File: config.mk
export PLATFORM = sky130hd
export DESIGN_NAME = router_input_port_flat
export DESIGN_NICKNAME = d
export VERILOG_FILES = /design/src/rtl/router_pkg.sv /design/src/rtl/router_input_port_if.sv /design/src/rtl/router_fifo.sv /design/src/rtl/router_input_port.sv /design/src/flat_wrapper.sv
export SDC_FILE = /design/constraint.sdc
export NUM_CORES = 1
export LEC_CHECK = 0
export ABC_AREA = 1
export CAP_MARGIN = 40
export CORE_ASPECT_RATIO = 1.1
export CORE_UTILIZATION = 35
export DETAILED_ROUTE_END_ITERATION = 10
export HOLD_SLACK_MARGIN = 0.02
export SYNTH_ARGS = -nofsm -noshare
export SYNTH_HDL_FRONTEND = slang
export SYNTH_HIERARCHICAL = 1
export SYNTH_SLANG_ARGS = --single-unit
export TNS_END_PERCENT = 10
File: constraint.sdc
create_clock -name clk -period 3 [get_ports clk]
set_input_delay 0.45 -clock clk [delete_from_list [all_inputs] [get_ports clk]]
set_output_delay 0.45 -clock clk [all_outputs]
set_load 0.005 [all_outputs]
File: src/rtl/router_pkg.sv
// Shared definitions for the mesh router input port: direction indices,
// flit type codes, header field layout and the port controller state encoding.
package router_pkg;

    // Output direction indices; also the bit positions in the one-hot req_dir
    typedef enum logic [2:0] {
        DIR_XP    = 3'd0,
        DIR_XM    = 3'd1,
        DIR_YP    = 3'd2,
        DIR_YM    = 3'd3,
        DIR_LOCAL = 3'd4
    } dir_e;

    // Flit type codes carried in the two most significant flit bits
    typedef enum logic [1:0] {
        FLIT_BODY      = 2'b00,
        FLIT_HEAD      = 2'b01,
        FLIT_TAIL      = 2'b10,
        FLIT_HEAD_TAIL = 2'b11
    } flit_type_e;

    // Width of the type field; destination X starts just below it, Y below X
    localparam int TYPE_W = 2;

    // Input port controller states
    typedef enum logic [1:0] {
        ST_IDLE   = 2'd0,
        ST_ROUTE  = 2'd1,
        ST_REQ    = 2'd2,
        ST_ACTIVE = 2'd3
    } state_e;

    // Head and head+tail both open a packet (low type bit set)
    function automatic logic is_head(input logic [TYPE_W-1:0] t);
        return t[0];
    endfunction

    // Tail and head+tail both close a packet (high type bit set)
    function automatic logic is_tail(input logic [TYPE_W-1:0] t);
        return t[1];
    endfunction

endpackage

File: src/rtl/router_input_port_if.sv
// Link/crossbar/allocator signal bundle of one router input port.
// The credit_out signal only exists when CREDIT_RETURN_EN is defined.
interface router_input_port_if #(
    parameter int WIDTH   = 16,
    parameter int NUM_DIR = 5
);
    logic               in_valid;
    logic [WIDTH-1:0]   in_flit;
    logic               in_ready;
    logic               req;
    logic [NUM_DIR-1:0] req_dir;
    logic               grant;
    logic               out_valid;
    logic [WIDTH-1:0]   out_flit;
    logic               out_ready;
    logic               err_drop;
`ifdef CREDIT_RETURN_EN
    logic               credit_out;
`endif

    // Environment side: upstream link, allocator and crossbar
    modport master (
        output in_valid, in_flit, grant, out_ready,
        input  in_ready, req, req_dir, out_valid, out_flit, err_drop
`ifdef CREDIT_RETURN_EN
        , input credit_out
`endif
    );

    // Input port side
    modport slave (
        input  in_valid, in_flit, grant, out_ready,
        output in_ready, req, req_dir, out_valid, out_flit, err_drop
`ifdef CREDIT_RETURN_EN
        , output credit_out
`endif
    );

endinterface

File: src/rtl/router_fifo.sv
// Show-ahead flit FIFO: the oldest entry is always visible on dout.
// Any DEPTH >= 2 is allowed; pointers wrap explicitly at DEPTH-1.
module router_fifo #(
    parameter int WIDTH  = 16,
    parameter int DEPTH  = 8,
    parameter int ADDR_W = $clog2(DEPTH)
) (
    input  logic             clk,
    input  logic             rst,
    input  logic             push,
    input  logic [WIDTH-1:0] din,
    input  logic             pop,
    output logic [WIDTH-1:0] dout,
    output logic             full,
    output logic             empty
);

    localparam logic [ADDR_W-1:0] LAST_IDX   = ADDR_W'(DEPTH - 1);
    localparam logic [ADDR_W:0]   FULL_COUNT = (ADDR_W + 1)'(DEPTH);

    logic [WIDTH-1:0]  mem [DEPTH];
    logic [ADDR_W-1:0] wr_ptr;
    logic [ADDR_W-1:0] rd_ptr;
    logic [ADDR_W:0]   count;
    logic              do_push;
    logic              do_pop;

    assign full    = (count == FULL_COUNT);
    assign empty   = (count == '0);
    assign do_push = push && !full;
    assign do_pop  = pop && !empty;
    assign dout    = mem[rd_ptr];

    // Storage array; contents need no reset since count gates visibility
    always_ff @(posedge clk) begin
        if (do_push) begin
            mem[wr_ptr] <= din;
        end
    end

    // Pointers and occupancy; push+pop together leaves count unchanged
    always_ff @(posedge clk) begin
        if (rst) begin
            wr_ptr <= '0;
            rd_ptr <= '0;
            count  <= '0;
        end else begin
            if (do_push) begin
                wr_ptr <= (wr_ptr == LAST_IDX) ? '0 : wr_ptr + 1'b1;
            end
            if (do_pop) begin
                rd_ptr <= (rd_ptr == LAST_IDX) ? '0 : rd_ptr + 1'b1;
            end
            case ({do_push, do_pop})
                2'b10:   count <= count + 1'b1;
                2'b01:   count <= count - 1'b1;
                default: count <= count;
            endcase
        end
    end

endmodule

File: src/rtl/router_input_port.sv
// Mesh router input port: buffers incoming flits, XY-routes each head flit,
// requests the output from the switch allocator and streams the packet
// wormhole-style until its tail flit leaves.
// Optional build macro CREDIT_RETURN_EN adds credit_out, one pulse per popped flit.
module router_input_port
    import router_pkg::*;
#(
    parameter int NUM_DIR = 5,
    parameter int WIDTH   = 16,
    parameter int DEPTH   = 8,
    parameter int ADDR_W  = $clog2(DEPTH),
    parameter int MESH_X  = 4,
    parameter int MESH_Y  = 4,
    parameter int COORD_W = $clog2((MESH_X > MESH_Y) ? MESH_X : MESH_Y)
) (
    input  logic                clk,
    input  logic                rst,
    input  logic [COORD_W-1:0]  x_cur,
    input  logic [COORD_W-1:0]  y_cur,
    router_input_port_if.slave  port
);

    localparam int DEST_X_MSB = WIDTH - 1 - TYPE_W;
    localparam int DEST_Y_MSB = DEST_X_MSB - COORD_W;

    logic [WIDTH-1:0]   fifo_dout;
    logic               fifo_full;
    logic               fifo_empty;
    logic [TYPE_W-1:0]  front_type;
    logic [COORD_W-1:0] dest_x;
    logic [COORD_W-1:0] dest_y;
    logic [NUM_DIR-1:0] route_d;
    logic [NUM_DIR-1:0] route_q;
    logic               drop;
    logic               fwd_pop;
    logic               pop;
    state_e             state_q;

    router_fifo #(
        .WIDTH  (WIDTH),
        .DEPTH  (DEPTH),
        .ADDR_W (ADDR_W)
    ) u_fifo (
        .clk   (clk),
        .rst   (rst),
        .push  (port.in_valid),
        .din   (port.in_flit),
        .pop   (pop),
        .dout  (fifo_dout),
        .full  (fifo_full),
        .empty (fifo_empty)
    );

    assign front_type = fifo_dout[WIDTH-1 -: TYPE_W];
    assign dest_x     = fifo_dout[DEST_X_MSB -: COORD_W];
    assign dest_y     = fifo_dout[DEST_Y_MSB -: COORD_W];

    // Stray body/tail flits at the front while idle are discarded; forwarding
    // pops only while the packet owns the output. Reset masks both.
    assign drop    = !rst && (state_q == ST_IDLE) && !fifo_empty && !is_head(front_type);
    assign fwd_pop = !rst && (state_q == ST_ACTIVE) && !fifo_empty && port.out_ready;
    assign pop     = drop || fwd_pop;

    assign port.in_ready  = !fifo_full;
    assign port.out_flit  = fifo_dout;
    assign port.out_valid = (state_q == ST_ACTIVE) && !fifo_empty;
    assign port.req       = (state_q == ST_REQ);
    assign port.req_dir   = ((state_q == ST_REQ) || (state_q == ST_ACTIVE)) ? route_q : '0;
    assign port.err_drop  = drop;
`ifdef CREDIT_RETURN_EN
    assign port.credit_out = pop;
`endif

    // Dimension-ordered XY routing of the head flit at the FIFO front
    always_comb begin
        route_d = '0;
        if (dest_x > x_cur) begin
            route_d[DIR_XP] = 1'b1;
        end else if (dest_x < x_cur) begin
            route_d[DIR_XM] = 1'b1;
        end else if (dest_y > y_cur) begin
            route_d[DIR_YP] = 1'b1;
        end else if (dest_y < y_cur) begin
            route_d[DIR_YM] = 1'b1;
        end else begin
            route_d[DIR_LOCAL] = 1'b1;
        end
    end

    // Packet controller: wait for a head, route it, win the allocator, stream to tail
    always_ff @(posedge clk) begin
        if (rst) begin
            state_q <= ST_IDLE;
            route_q <= '0;
        end else begin
            case (state_q)
                ST_IDLE: begin
                    if (!fifo_empty && is_head(front_type)) begin
                        state_q <= ST_ROUTE;
                    end
                end
                ST_ROUTE: begin
                    route_q <= route_d;
                    state_q <= ST_REQ;
                end
                ST_REQ: begin
                    if (port.grant) begin
                        state_q <= ST_ACTIVE;
                    end
                end
                ST_ACTIVE: begin
                    if (fwd_pop && is_tail(front_type)) begin
                        state_q <= ST_IDLE;
                    end
                end
                default: state_q <= ST_IDLE;
            endcase
        end
    end

endmodule

File: src/flat_wrapper.sv
// flat-port wrapper written by rule: the top's interface ports become plain ports
module router_input_port_flat import router_pkg::*;
#(
    parameter int NUM_DIR = 5,
    parameter int WIDTH   = 16,
    parameter int DEPTH   = 8,
    parameter int ADDR_W  = $clog2(DEPTH),
    parameter int MESH_X  = 4,
    parameter int MESH_Y  = 4,
    parameter int COORD_W = $clog2((MESH_X > MESH_Y) ? MESH_X : MESH_Y)
)
  (clk, rst, x_cur, y_cur, port_in_valid, port_in_flit, port_grant, port_out_ready, port_in_ready, port_req, port_req_dir, port_out_valid, port_out_flit, port_err_drop);
  router_input_port_if #(.WIDTH(WIDTH), .NUM_DIR(NUM_DIR)) port_i ();
  input  logic clk;
  input  logic rst;
  input  logic [COORD_W-1:0] x_cur;
  input  logic [COORD_W-1:0] y_cur;
  input wire logic [$bits(port_i.in_valid)-1:0] port_in_valid;
  input wire logic [$bits(port_i.in_flit)-1:0] port_in_flit;
  input wire logic [$bits(port_i.grant)-1:0] port_grant;
  input wire logic [$bits(port_i.out_ready)-1:0] port_out_ready;
  output wire logic [$bits(port_i.in_ready)-1:0] port_in_ready;
  output wire logic [$bits(port_i.req)-1:0] port_req;
  output wire logic [$bits(port_i.req_dir)-1:0] port_req_dir;
  output wire logic [$bits(port_i.out_valid)-1:0] port_out_valid;
  output wire logic [$bits(port_i.out_flit)-1:0] port_out_flit;
  output wire logic [$bits(port_i.err_drop)-1:0] port_err_drop;
  assign port_i.in_valid = port_in_valid;
  assign port_i.in_flit = port_in_flit;
  assign port_i.grant = port_grant;
  assign port_i.out_ready = port_out_ready;
  assign port_in_ready = port_i.in_ready;
  assign port_req = port_i.req;
  assign port_req_dir = port_i.req_dir;
  assign port_out_valid = port_i.out_valid;
  assign port_out_flit = port_i.out_flit;
  assign port_err_drop = port_i.err_drop;
  router_input_port #(.NUM_DIR(NUM_DIR), .WIDTH(WIDTH), .DEPTH(DEPTH), .ADDR_W(ADDR_W), .MESH_X(MESH_X), .MESH_Y(MESH_Y), .COORD_W(COORD_W)) u_core (.clk(clk), .rst(rst), .x_cur(x_cur), .y_cur(y_cur), .port(port_i));
endmodule
==> impl_results.md, run 1 <==
- Status: finished clean
- F_max: 358 MHz
- Root buf cell: clkbuf_16
- Grt ovf: 0
- Die Y: 142 um
- Antenna violations before repair: 0
- Final period util: 0.930
- Post-Place Cells: 826
- WL final: ~13 mm
- Setup Viol. Count Final: 0
- Hold Fails Final Rpt: 0
- LEAKAGE: 2.76 nW
- Worst VDD drop: 0.410 mV
- Area grow syn2layout: 21.9%
- Max-slew headroom: 0.751
- Slew @ Worst Pin: 0.374 ns
- Worst hold-check path type: register to register
- Largest net degree at the start of global routing: 45
- Sequential area share after synthesis: 0.676
- CP max FO: 30
- Post-Syn Area: 0.00628 mm2
- First-pass GRT wire length: 20.7 mm
- FF-to-FF setup slack: 0.34 ns
- Worst setup SP type: register
- Critical Path RT: 2.55 ns
- Dpl ws: 0.361 ns
- Net Sw Frac: 0.267
- Warnings from Yosys: 6
- Commonest non-fill, non-tap cell in the layout: edfxtp_1
- Initial Util: 0.357
- Mapped Avg Cell Area: 11.5 um2
- CP delay by family, top: buffers and inverters
- Gp weighted congestion: 0.729
- Netlist cell types: 31
- Vias per cell: around 4.7
- Kind of critical path: register to output pin
- Number of antenna diodes: 0
- Final instance area: 0.00765 mm2
- Number of global-route vias before repair: 4,063
- Core Area: 0.0176 mm2
- Final Critical Period: roughly 2.8 ns
- Net Switching: between 1.5 and 2 mW
- Stages on worst setup path: 7
- Slew Limit Fails: 0
- Clock skew: about 0.0090 ns
- Mapped Nets: a little under 600
- Post-Layout Cell Count: 858
- CP cell instances: inv_4, buf_4, o21ai_0, o21ai_1, nand2_1, nand2_1, clkdlybuf4s50_1
- Uppermost layer routed: met4
- Cell depth of the worst flop-to-flop path: 18
- Iter 0 DRT Violations: 280
- Internal Pwr Total: between 4 and 5 mW
- Area of the multi-input gates: 0.00172 mm2
- H-tree depth: 4
- Met3 wire len: 624 um
- Final Worst Setup Slack: 0.210 ns
- Max_cap viols: 0
- Fin nets: 647
- Max clock buf depth: 2
- Combinational power share: 0.206
- Max stage delay cell, worst path: clkdlybuf4s50_1
- Pre-antenna DRT Iters: 5
- Clk_lat worst skew: 0.41 ns
- Rows: 51
- Syn Inst Count: 546
- Tot GR Track Use: 0.150
- Post-CTS Setup Inserts: 0
- Yosys reg bits: 148
- Worst Setup EP: port_out_flit[13]
- Worst Path Buf+Inv: 3
- Share of post-route cells with drive strength above 1: 0.0952
- Post-route ant nets: 0
- CP Capture Type: output pin
- Met1 WL: between 5 and 6 mm
- CTS tree: built
- Met2 Wirelength: 6.52 mm
- DPL Wire Length: 7.73 mm
- Reg clk slew, reported paths: 0.06 ns
- CTS Sinks: 148
- Total number of vias: 4,017
- PD cells: 754 mW/mm2
- Clock Power Share: 0.360
- Overall power: between 5 and 6 mW
- Sequential Power Share: 0.433
- # hold bufs at CTS: 0
- Total CTS buffers: 17
- Worst R2R End: u_core/u_fifo/count[2]$_SDFFE_PP0P_
- Worst stage delay on the critical path: 0.54 ns
- Post_cts resized: 0
- Port bufs: 49
- Ports: 50
- Filler cells: 1,622
- Chip Width: 130 um
- DR WL/cell: 14.7 um
- # DRC: 0
- FF+latch area: 0.00425 mm2
- DP Area: 0.00704 mm2
- Worst path arrival time: 2.34 ns
- DIE AREA: ~0.018 mm2
- Setup tns final: 0 ns
- RSZ-0062 raised after global routing: no
- Most Frequent Cell on Critical Path: nand2_1
- Most frequent cells in the layout: edfxtp_1 (128), nor2_1 (89), nand2_1 (84)
## registers in the layout (all words and copies together) (netlist names), named ones only
name / flops
u_core/u_fifo/rd_ptr: 3
u_core/u_fifo/mem: 128
u_core/route_q: 5
u_core/state_q: 2
u_core/u_fifo/wr_ptr: 3
u_core/u_fifo/count: 4
## metrics by stage
step / hold slack [ns] / util
global placement: 0.460 / 0.400
detailed placement: 0.463 / 0.400
CTS: 0.473 / 0.434
floorplan: 0.438 / -
finish: 0.468 / 0.434
global route: 0.494 / 0.434
## power by group through the flow
| stage | registers [mW] | clock network [mW] | logic [mW] |
|---|---|---|---|
| 2_1_floorplan | 2.52 | 0 | 0.809 |
| 3_3_place_gp | 2.53 | 0 | 1.17 |
| 3_5_place_dp | 2.54 | 0 | 1.20 |
| 4_1_cts | 2.50 | 2.12 | 1.21 |
| 5_1_grt | 2.52 | 2.20 | 1.36 |
| 6_report | 2.50 | 2.08 | 1.19 |
## area by class of cell
class / instances / share of cell area
Clock buffer: 28 / 0.0759
Clock inverter: 4 / 0.00392
Inverter: 42 / 0.0209
Multi-Input combinational cell: 333 / 0.225
Sequential cell: 148 / 0.555
Tap cell: 238 / 0.0389
Timing Repair Buffer: 65 / 0.0803
## routing by layer
| metal | global-route usage | up-vias |
|---|---|---|
| li1 | - | 2012 |
| met1 | 0.186 | 1924 |
| met2 | 0.250 | 73 |
| met3 | 0.0357 | 8 |
| met4 | 0.0624 | 0 |
| met5 | 0 | - |
## Yosys cell counts, drive strengths merged
cell	instances	area (um2)
nor2	96	383
dfxtp	20	400
nand3	11	60.1
clkbuf	6	25.0
nand2	86	328
o21ai	68	340
nand3b	1	7.51
a21oi	17	96.4
nor3b	1	12.5
o22ai	16	100
buf	17	126
a211oi	2	15.0
xnor2	2	17.5
edfxtp	128	3840
xor2	1	8.76
inv	41	156
clkinv	1	3.75
ha	15	188
mux2i	16	160
a22oi	1	7.51
## worst min path at each step
stage                     depth (start not counted)                      startpoint  slack (ns)                             end
after floorplan                                   2  u_core/route_q[1]$_SDFFE_PP0N_        0.44  u_core/route_q[1]$_SDFFE_PP0N_
after detailed placement                          2  u_core/route_q[2]$_SDFFE_PP0N_        0.46  u_core/route_q[2]$_SDFFE_PP0N_
final                                             2  u_core/route_q[2]$_SDFFE_PP0N_        0.47  u_core/route_q[2]$_SDFFE_PP0N_
after global routing                              2  u_core/route_q[3]$_SDFFE_PP0N_        0.49  u_core/route_q[3]$_SDFFE_PP0N_
after CTS                                         2  u_core/route_q[2]$_SDFFE_PP0N_        0.47  u_core/route_q[2]$_SDFFE_PP0N_
after global placement                            2  u_core/route_q[2]$_SDFFE_PP0N_        0.46  u_core/route_q[2]$_SDFFE_PP0N_
## cells by family (layout without fill, tap and decap cells)
logic type | count (synthesis) | in the layout | share of synthesized area
AO/OA/AOI/OAI | 104 | 104 | 0.0891
XOR/XNOR | 3 | 3 | 0.00418
adder cells (fa/ha/maj) | 15 | 15 | 0.0299
buffers and inverters | 65 | 139 | 0.0496
flip-flops | 148 | 148 | 0.676
multiplexers | 16 | 16 | 0.0255
AND/OR/NAND/NOR | 195 | 195 | 0.126
## worst reg2reg max path, cell delays in order (launching register included)
cell and delay [ns]:
dfxtp_2 0.40, buf_4 0.26, o21ai_0 0.12, o22ai_1 0.15, nand2_1 0.06, nand2_1 0.08, inv_1 0.04, nand2_1 0.09
a21oi_1 0.07, nand2_1 0.12, inv_1 0.11, ha_1 0.24, nor2_1 0.14, nor2_1 0.08, ha_1 0.17, a21oi_1 0.15
xnor2_1 0.09, o21ai_0 0.14, inv_1 0.05
(Power assumes the default switching activity.)
==> inputs of run 2 (changes only) <==
--- a/config.mk
+++ b/config.mk
@@ -11,6 +11,7 @@
 export CORE_UTILIZATION = 35
 export DETAILED_ROUTE_END_ITERATION = 10
 export HOLD_SLACK_MARGIN = 0.02
+export PLACE_DENSITY_LB_ADDON = 0.12
 export SYNTH_ARGS = -nofsm -noshare
 export SYNTH_HDL_FRONTEND = slang
 export SYNTH_HIERARCHICAL = 1
==> impl_results.md, run 2 (synthesized netlist as in run 1, its figures left out) <==
- DIE AREA: 0.0185 mm2
- Critical Path RT: 2.55 ns
- Clock skew: approximately 0.0061 ns
- Clk_lat worst skew: 0.42 ns
- Net Switching: 1.52 mW
- Number of antenna diodes: 0
- Hold path cells: 2
- Core Area: 0.0176 mm2
- CTS tree: built
- # DRC: 0
- Rows: between 50 and 60
- Net Sw Frac: 0.279
- Post-Place Cells: 827
- Root buf cell: clkbuf_16
- CP Capture Type: output pin
- Antenna violations before repair: 0
- Top Registers: u_core/u_fifo/mem: 128 flops, u_core/route_q: 5 flops, u_core/u_fifo/count: 4 flops
- Reg clk slew, reported paths: 0.06 ns
- Internal Pwr Total: roughly 3.9 mW
- Setup tns final: 0 ns
- Port bufs: 49
- Post-route ant nets: 0
- Worst setup SP type: register
- LEAKAGE: 2.70 nW
- Worst hold-check path type: register to register
- Most frequent cells in the layout: edfxtp_1 (128), nor2_1 (89), nand2_1 (84)
- WHS Endpoint: u_core/route_q[2]$_SDFFE_PP0N_
- Iter 0 DRT Violations: 209
- Dpl ws: 0.376 ns
- DPL Wire Length: 7.60 mm
- Worst path arrival time: 2.28 ns
- Most Frequent Cell on Critical Path: nand2_1
- Final hold slack: ~0.47 ns
- DR WL/cell: 15.1 um
- Kind of critical path: register to output pin
- Max-slew headroom: 0.739
- Post_cts resized: 0
- Pre-antenna DRT Iters: 4
- RSZ-0062 raised after global routing: no
- CTS Sinks: 148
- Gp weighted congestion: 0.718
- First-pass GRT wire length: 20.0 mm
- Sequential Power Share: 0.458
- Grt ovf: 0
- Total CTS buffers: 17
- Tot GR Track Use: 0.149
- Worst Hold Launch: u_core/route_q[2]$_SDFFE_PP0N_
- Slew Limit Fails: 0
- Die Y: 142 um
- Post-Layout Cell Count: 857
- Status: finished clean
- Area grow syn2layout: 20.0%
- # hold bufs at CTS: 0
- Slew @ Worst Pin: 0.392 ns
- Max_cap viols: 0
- Chip Width: 130 um
- Largest net degree at the start of global routing: 46
- Max clock buf depth: 2
- H-tree depth: 4
- Max FFs per register: 128
- Vias per cell: 4.62
- Commonest non-fill, non-tap cell in the layout: edfxtp_1
- Max stage delay cell, worst path: clkdlybuf4s50_1
- Overall power: 5.46 mW
- WL final: 12.9 mm
- CP cell instances: buf_4, o21ai_1, o22ai_1, nand2_1, nand2_1, clkdlybuf4s50_1
- Fin nets: 648
- Total number of vias: 3,957
- Final Worst Setup Slack: 0.266 ns
- Ports: 50
- CP max FO: 26
- Worst VDD drop: 0.471 mV
- PD cells: 725 mW/mm2
- FF-to-FF setup slack: ~0.46 ns
- F_max: 366 MHz
- Clock Power Share: 0.324
- Post-CTS Setup Inserts: 0
- Initial Util: 0.357
- Share of post-route cells with drive strength above 1: 0.0872
- Top register by number of flip-flops: u_core/u_fifo/mem
- Number of global-route vias before repair: approximately 3,800
- Worst R2R End: u_core/u_fifo/count[2]$_SDFFE_PP0P_
- Combinational power share: 0.218
- Cell depth of the worst flop-to-flop path: 19
- Final Critical Period: 2.73 ns
- Final period util: 0.911
- Worst stage delay on the critical path: around 0.53 ns
- Hold Fails Final Rpt: 0
- Setup Viol. Count Final: 0
[run 2: area by class of cell]
type	instances	area, um2
sequential	148	4250
tap	238	298
fill	1669	10100
timing repair buffer	66	622
clock buffer	22	444
clock inverter	8	38.8
inverter	42	160
multi-input combinational	333	1720
[run 2: stage by stage]
step / utilization / area (um2)
global placement: 0.400 / 7050
detailed placement: 0.400 / 7050
finish: 0.428 / 7530
floorplan: - / 6280
CTS: 0.428 / 7530
global route: 0.428 / 7530
[run 2: worst max-delay path by stage]
| stage | start | end |
|---|---|---|
| global placement | rst | u_core/u_fifo/count[2]$_SDFFE_PP0P_ |
| detailed placement | rst | u_core/u_fifo/count[2]$_SDFFE_PP0P_ |
| global route | register | port_out_flit[15] |
| CTS | register | port_out_flit[15] |
| finish | register | port_out_flit[15] |
| floorplan | register | u_core/u_fifo/count[2]$_SDFFE_PP0P_ |
[run 2: routing by layer]
| metal | track usage | routed length [um] | vias up |
|---|---|---|---|
| met5 | 0 | 0 | - |
| li1 | - | - | 2013 |
| met2 | 0.237 | 6150 | 54 |
| met4 | 0.0679 | 212 | 0 |
| met3 | 0.0335 | 370 | 15 |
| met1 | 0.194 | 6190 | 1875 |
[run 2: power by group through the flow]
stage | clock network (mW) | logic, mW | registers, mW
after global routing | 1.89 | 1.36 | 2.52
final | 1.77 | 1.19 | 2.50
after floorplan | 0 | 0.809 | 2.52
after global placement | 0 | 1.19 | 2.54
after detailed placement | 0 | 1.20 | 2.54
after CTS | 1.82 | 1.21 | 2.50
[run 2: worst max-delay path, delay by kind of cell (launching register included)]
family	cells	cell delay, ns
AO/OA/AOI/OAI	2	0.30
buffers and inverters	2	0.89
flip-flops	1	0.46
AND/OR/NAND/NOR	2	0.22
